[src/rtl/ids_pkt_gen_pkg.sv]
// Shared constants, state encoding and helpers for the ids packet generator.
// Ctrl codes follow the module-header / payload / last-word framing of the ids datapath.
package ids_pkt_gen_pkg;

   localparam logic [7:0] CTRL_HDR     = 8'hFF;
   localparam logic [7:0] CTRL_PAYLOAD = 8'h00;
   localparam logic [7:0] CTRL_LAST    = 8'h01;
   localparam logic [7:0] MIN_LEN      = 8'd2;

   typedef enum logic [1:0] {
      S_IDLE,
      S_HDR,
      S_BODY
   } gen_state_e;

   // Payloads shorter than MIN_LEN are stretched so the body always has a first and last word.
   function automatic logic [7:0] eff_len(input logic [7:0] len);
      return (len < MIN_LEN) ? MIN_LEN : len;
   endfunction

   function automatic logic [15:0] len_bytes(input logic [7:0] len);
      return {5'b0, len, 3'b0};
   endfunction

endpackage

[src/rtl/fallthrough_small_fifo.sv]
// Small first-word-fallthrough FIFO: dout shows the head word whenever empty is low.
// nearly_full asserts with one free slot left, giving the writer a cycle of slack.
module fallthrough_small_fifo #(
   parameter int WIDTH          = 72,
   parameter int MAX_DEPTH_BITS = 2
) (
   input  logic             clk,
   input  logic             reset,
   input  logic [WIDTH-1:0] din,
   input  logic             wr_en,
   input  logic             rd_en,
   output logic [WIDTH-1:0] dout,
   output logic             nearly_full,
   output logic             empty
);

   localparam int DEPTH = 1 << MAX_DEPTH_BITS;

   logic [WIDTH-1:0]          mem [DEPTH];
   logic [MAX_DEPTH_BITS-1:0] rd_ptr, wr_ptr;
   logic [MAX_DEPTH_BITS:0]   count;
   logic                      full, do_wr, do_rd;

   assign full        = (count == (MAX_DEPTH_BITS+1)'(DEPTH));
   assign empty       = (count == '0);
   assign nearly_full = (count >= (MAX_DEPTH_BITS+1)'(DEPTH-1));
   assign do_wr       = wr_en && !full;
   assign do_rd       = rd_en && !empty;
   assign dout        = mem[rd_ptr];

   // NOTE: storage has no reset; validity is tracked by count, so clearing the array buys nothing.
   always_ff @(posedge clk) begin
      if (do_wr) mem[wr_ptr] <= din;
   end

   // NOTE: sequential state uses non-blocking assignments so every register samples pre-edge values.
   always_ff @(posedge clk or posedge reset) begin
      if (reset) begin
         rd_ptr <= '0;
         wr_ptr <= '0;
         count  <= '0;
      end else begin
         if (do_wr) wr_ptr <= wr_ptr + 1'b1;
         if (do_rd) rd_ptr <= rd_ptr + 1'b1;
         case ({do_wr, do_rd})
            2'b10:   count <= count + 1'b1;
            2'b01:   count <= count - 1'b1;
            default: count <= count;
         endcase
      end
   end

endmodule

[src/rtl/ids_pkt_gen.sv]
// Injects generated packets into an upstream packet stream at packet boundaries.
// Upstream words pass through a small FIFO; after each injected packet one pass packet may go first.
module ids_pkt_gen
   import ids_pkt_gen_pkg::*;
#(
   parameter int DATA_WIDTH = 64,
   parameter int CTRL_WIDTH = DATA_WIDTH/8
) (
   input  logic                  clk,
   input  logic                  reset,
   input  logic [DATA_WIDTH-1:0] in_data,
   input  logic [CTRL_WIDTH-1:0] in_ctrl,
   input  logic                  in_wr,
   output logic                  in_rdy,
   output logic [DATA_WIDTH-1:0] out_data,
   output logic [CTRL_WIDTH-1:0] out_ctrl,
   output logic                  out_wr,
   input  logic                  out_rdy,
   input  logic                  gen_start,
   input  logic [7:0]            gen_num_pkts,
   input  logic [7:0]            gen_len,
   input  logic [63:0]           gen_pattern,
   output logic                  gen_busy,
   output logic [31:0]           gen_sent
);

   gen_state_e state, next_state;

   logic [7:0]  remaining, len, idx;
   logic [63:0] pattern;
   logic        pass_in_pkt, slot_pending;

   logic [CTRL_WIDTH+DATA_WIDTH-1:0] fifo_dout;
   logic [CTRL_WIDTH-1:0]            fifo_ctrl;
   logic [DATA_WIDTH-1:0]            fifo_data;
   logic                             fifo_empty, fifo_nearly_full, fifo_rd;

   logic                  launch, pkt_done, start_ok;
   logic [CTRL_WIDTH-1:0] launch_ctrl;
   logic [DATA_WIDTH-1:0] launch_data;

   fallthrough_small_fifo #(
      .WIDTH          (CTRL_WIDTH + DATA_WIDTH),
      .MAX_DEPTH_BITS (2)
   ) u_in_fifo (
      .clk         (clk),
      .reset       (reset),
      .din         ({in_ctrl, in_data}),
      .wr_en       (in_wr),
      .rd_en       (fifo_rd),
      .dout        (fifo_dout),
      .nearly_full (fifo_nearly_full),
      .empty       (fifo_empty)
   );

   assign {fifo_ctrl, fifo_data} = fifo_dout;
   assign in_rdy   = !fifo_nearly_full;
   assign gen_busy = (remaining != '0) || (state != S_IDLE);
   assign start_ok = gen_start && (remaining == '0) && (gen_num_pkts != '0);

   // NOTE: every output of this block gets a default first, so no path can infer a latch.
   always_comb begin
      next_state  = state;
      fifo_rd     = 1'b0;
      launch      = 1'b0;
      pkt_done    = 1'b0;
      launch_ctrl = '0;
      launch_data = '0;
      unique case (state)
         S_IDLE: begin
            // A pending pass slot is honoured only if pass traffic is actually waiting.
            if (remaining != '0 && !pass_in_pkt && !(slot_pending && !fifo_empty)) begin
               next_state = S_HDR;
            end else if (!fifo_empty && out_rdy) begin
               fifo_rd     = 1'b1;
               launch      = 1'b1;
               launch_ctrl = fifo_ctrl;
               launch_data = fifo_data;
            end
         end
         S_HDR: begin
            if (out_rdy) begin
               launch      = 1'b1;
               launch_ctrl = CTRL_WIDTH'(CTRL_HDR);
               launch_data = DATA_WIDTH'(len_bytes(len));
               next_state  = S_BODY;
            end
         end
         S_BODY: begin
            if (out_rdy) begin
               launch      = 1'b1;
               launch_data = (idx == 8'd1) ? DATA_WIDTH'(pattern) : DATA_WIDTH'(idx);
               launch_ctrl = (idx == len) ? CTRL_WIDTH'(CTRL_LAST) : CTRL_WIDTH'(CTRL_PAYLOAD);
               if (idx == len) begin
                  pkt_done   = 1'b1;
                  next_state = S_IDLE;
               end
            end
         end
         default: next_state = S_IDLE;
      endcase
   end

   always_ff @(posedge clk or posedge reset) begin
      if (reset) begin
         state        <= S_IDLE;
         remaining    <= '0;
         len          <= MIN_LEN;
         pattern      <= '0;
         idx          <= '0;
         pass_in_pkt  <= 1'b0;
         slot_pending <= 1'b0;
         gen_sent     <= '0;
         out_wr       <= 1'b0;
         out_data     <= '0;
         out_ctrl     <= '0;
      end else begin
         state  <= next_state;
         out_wr <= launch;
         if (launch) begin
            out_data <= launch_data;
            out_ctrl <= launch_ctrl;
         end

         if (state == S_HDR && out_rdy)                    idx <= 8'd1;
         else if (state == S_BODY && out_rdy && !pkt_done) idx <= idx + 8'd1;

         if (pkt_done) begin
            remaining <= remaining - 8'd1;
            gen_sent  <= gen_sent + 32'd1;
         end else if (start_ok) begin
            remaining <= gen_num_pkts;
            len       <= eff_len(gen_len);
            pattern   <= gen_pattern;
         end

         if (fifo_rd) begin
            if (fifo_ctrl == CTRL_WIDTH'(CTRL_HDR))          pass_in_pkt <= 1'b1;
            else if (fifo_ctrl != CTRL_WIDTH'(CTRL_PAYLOAD)) pass_in_pkt <= 1'b0;
         end

         if (pkt_done)                                          slot_pending <= 1'b1;
         else if (state == S_IDLE && (fifo_empty || fifo_rd))   slot_pending <= 1'b0;
      end
   end

endmodule

[config.mk]
export PLATFORM = sky130hd
export DESIGN_NAME = ids_pkt_gen
export DESIGN_NICKNAME = d
export VERILOG_FILES = /design/src/rtl/ids_pkt_gen_pkg.sv /design/src/rtl/fallthrough_small_fifo.sv /design/src/rtl/ids_pkt_gen.sv
export SDC_FILE = /design/constraint.sdc
export NUM_CORES = 1
export LEC_CHECK = 0
export CORE_UTILIZATION = 40
export CTS_BUF_LIST = sky130_fd_sc_hd__clkbuf_8
export CTS_CLUSTER_DIAMETER = 40
export CTS_CLUSTER_SIZE = 8
export DETAILED_ROUTE_END_ITERATION = 7
export PLACE_DENSITY = 0.62
export SLEW_MARGIN = 20
export SYNTH_ARGS = -nofsm -noshare
export SYNTH_HDL_FRONTEND = slang
export SYNTH_SLANG_ARGS = --single-unit
[constraint.sdc]
create_clock -name clk -period 7.62 [get_ports clk]
set_clock_uncertainty 0.05 [all_clocks]
set_input_delay 0.762 -clock clk [delete_from_list [all_inputs] [get_ports clk]]
set_output_delay 0.762 -clock clk [all_outputs]
set_load 0.02 [all_outputs]
==> impl_metrics.tcl <==
set metrics [dict create \
    setup_violations 0 \
    nets 1667 \
    final_core_utilization 0.5118 \
    async_reset_ff_frac 0.4146 \
    worst_r2r_path_cells 12 \
    rsz_0062_raised_after_global_routing "no" \
    synth_edf_count 288 \
    rrSetupSlack_ns 3.81 \
    grt_antenna_before_repair 11 \
    top_usage_layer "met2" \
    syn2layout_area_growth_pct 25.60 \
    drt_iter0_markers 669 \
    timing.final.hold_violations 0 \
    synth_top_flop_cell "edfxtp_1" \
    synthMostInstantiatedCell "edfxtp_1" \
    cts_hold_buf 0 \
    cts_max_level 3 \
    grt_pass1_wl_um 70940 \
    syn_inst 1196 \
    yosysTopAreaCell "edfxtp_1" \
    ir_worst_vdd_v 0.0001681 \
    hpwlAfterDp_um 28490 \
    starting_density 0.4075 \
    routed_wirelength_um 45720 \
    synth.top_cell.area_share 0.4427 \
    finalCritPeriodShare 0.4998 \
    routed_wire_length_per_instance_um 20.94 \
    timing_worst_slew_pin_value_ns 1.032 \
    cts_tree "yes" \
    ant_nets 0 \
    r2r_start "remaining[0]" \
    postSynthAreaPerCell_sq_um 16.34 \
    path_cells "inv_1 > ha_1 > or3b_2 > o21ai_0 > and4_4 > buf_4 > ha_1 > inv_1 > fa_1 > xor2_1 > nor2_1 > xor2_1" \
    fp.dieArea_sq_um 49730 \
    powerDensity_nw_per_um2 340.1 \
    gr-usage-met1 0.2368 \
    yosys_warn_count 0 \
    synth_top_cells_by_area "edfxtp_1 44%, dfrtp_1 26%, mux4_2 8.3%" \
    worstHoldPathCells 1 \
    clock_insertion_delay_worst_skew_ns 0.65 \
    worst_hold_startpoint "gen_sent[31]" \
    via_count_of_the_first_global_routing_pass 12265 \
    fillerInstances 4004 \
    post_cts_repair_resize_count 0 \
    power.static_leakage_nw 9.061 \
    max_cap_viol_count 0 \
    multi_input_area_sq_um 5376 \
    seqCellArea_sq_um 13760 \
    max_freq_mhz 262.6 \
    cts.sinks 492 \
    tritoncts.num_buffers 84 \
    drive_above_1_share 0.1904 \
    timing.final.max_slew_violations 0 \
    clk_pin_slew_worst_paths_ns 0.06 \
    relSlewSlack 0.3122 \
    yosysSeqAreaShare 0.7040 \
    firstDrtPassIters 7 \
    globalRouteTotalUtil 0.1874 \
    crit_path_end_kind "flop" \
    grt_util_met3 0.05624 \
    totalNegativeSetupSlack_ns 0 \
    cp_bufs_invs 3 \
    cp_top_family "buffers and inverters" \
    floorplan.rows 80 \
    synth_commonest_cells "288 x edfxtp_1, 203 x dfrtp_1, 102 x nand2_1" \
    port_buffers 263 \
    synth.cell_area_sq_um 19540 \
    pin_count_of_the_biggest_net_entering_global_routing 87 \
    startpoint_type_of_the_worst_setup_path "flop" \
    cp.required_ns 8.14 \
    synth-seq-cells 492 \
    max_stage_delay_ns 0.79 \
    cts-root-to-sink-buffers 3 \
    post-cts-setup-buffers 0 \
    fp.dieH_um 223.0 \
    global_route_met2_utilization 0.3095 \
    mappedNetlistNets 1368 \
    top_level_ports 264 \
    cts-root-buf "clkbuf_8" \
    worstPathMaxFanout 77 \
    die_width_um 223.0 \
    gpl.final_weighted_congestion 0.8348 \
    worst_hold_path_type "reg2reg" \
    synth.distinct_cells 56 \
    post_drt_via_cell_ratio 5.253 \
    endpoint_arrival_time_on_the_critical_path_ns 4.32 \
    num_vias 11468 \
    timing.setup.critical_path_class "reg2reg" \
    status "completed" \
    regToRegEndpoint "u_in_fifo.count[2]" \
    placeableCoreArea_sq_um 47950 \
    grt_remaining_overflow 0 \
    layout_min_cycle_time_ns 3.808 \
    hold_end "gen_sent[31]" \
    drc 0 \
    critical_path.slowest_cell "buf_4" \
]
## layer usage
layer,share of wire,wire length (um)
met1,0.42,19270
met2,0.49,22500
met3,0.062,2855
met4,0.021,982
met5,0.0024,108
## layout make-up
type | instances | area share
Timing Repair Buffer | 279 | 0.1130
Inverter | 27 | 0.004436
Clock inverter | 56 | 0.01489
Antenna cell | 3 | 0.0003059
Sequential cell | 492 | 0.5608
Tap cell | 615 | 0.03136
Multi-Input combinational cell | 611 | 0.2191
Clock buffer | 100 | 0.05609
## worst max-delay path by stage
stage | to | slack (ns) | cells past startpoint | start
2_1_floorplan | gen_sent[0] | 1.24 | 1 | reset
3_3_place_gp | pattern[45] | 3.46 | 6 | gen_num_pkts[3]
3_5_place_dp | pattern[51] | 3.38 | 6 | gen_num_pkts[6]
4_1_cts | pattern[49] | 3.77 | 7 | remaining[0]
5_1_grt | u_in_fifo.count[2] | 3.50 | 12 | remaining[0]
6_report | u_in_fifo.count[2] | 3.81 | 12 | remaining[0]
## cells in the final DEF, fill, tap and decap left out, types with 4 or more instances in the layout
cell and count:
a211oi_1 9, a21oi_1 14, a221oi_1 5, a22o_1 4
a22oi_1 56, a31oi_1 4, and2_4 4, and3_1 5
buf_4 15, bufinv_16 4, clkbuf_8 100, clkdlybuf4s50_1 263
clkinv_2 9, clkinvlp_4 5, dfrtp_1 201, edfxtp_1 288
ha_1 14, inv_1 61, mux2_1 6, mux2_2 69
mux4_2 72, nand2_1 102, nand3_1 19, nand4_1 13
nor2_1 25, nor3_1 14, nor4_1 8, o21ai_0 70
xnor2_1 24, xor2_1 27
## power breakdown
group / switching [mW] / internal [mW] / total [mW]
sequential: 0.352 / 3.50 / 3.85
clock: 1.07 / 1.33 / 2.41
combinational: 1.11 / 0.977 / 2.09
## cells by family after synthesis
family / count (synthesis) / synth area share
compound gates: 186 / 0.06282
xor+xnor: 51 / 0.02286
fa+ha+maj: 15 / 0.009991
buf+inv: 93 / 0.02209
flops: 492 / 0.7040
mux: 149 / 0.1272
simple gates: 210 / 0.05098
## through the flow
step           hold slack (ns)  area [sq um]  power, mW  cells  worst slack (ns)
2_1_floorplan           0.4007         19540      5.234   1196             1.242
3_3_place_gp            0.4089         22760      5.984   2023             3.456
3_5_place_dp            0.4191         22760      6.040   2023             3.381
4_1_cts                 0.4256         24500      8.480   2179             3.772
5_1_grt                 0.4571         24530      8.793   2181             3.505
6_report                0.4198         24540      8.346   2183             3.812
## worst register-to-register path, delay by kind of cell, from the launching register on
family / cells / cell delay, ns
buffers and inverters: 3 / 0.95
adder cells (fa/ha/maj): 3 / 0.86
AND/OR/NAND/NOR: 3 / 0.86
flip-flops: 1 / 0.40
AO/OA/AOI/OAI: 1 / 0.33
XOR/XNOR: 2 / 0.30
## registers in the layout (all words and copies together), names as in the netlist
| register | count |
|---|---|
| gen_sent | 32 |
| len | 8 |
| pass_in_pkt | 1 |
| state | 2 |
| pattern | 64 |
| slot_pending | 1 |
| u_in_fifo.wr_ptr | 2 |
| u_in_fifo.count | 3 |
| u_in_fifo.mem | 288 |
| idx | 8 |
| out_data | 64 |
| out_ctrl | 8 |
| out_wr | 1 |
| remaining | 8 |
| u_in_fifo.rd_ptr | 2 |
No activity file was read; power rests on OpenSTA's default activity.
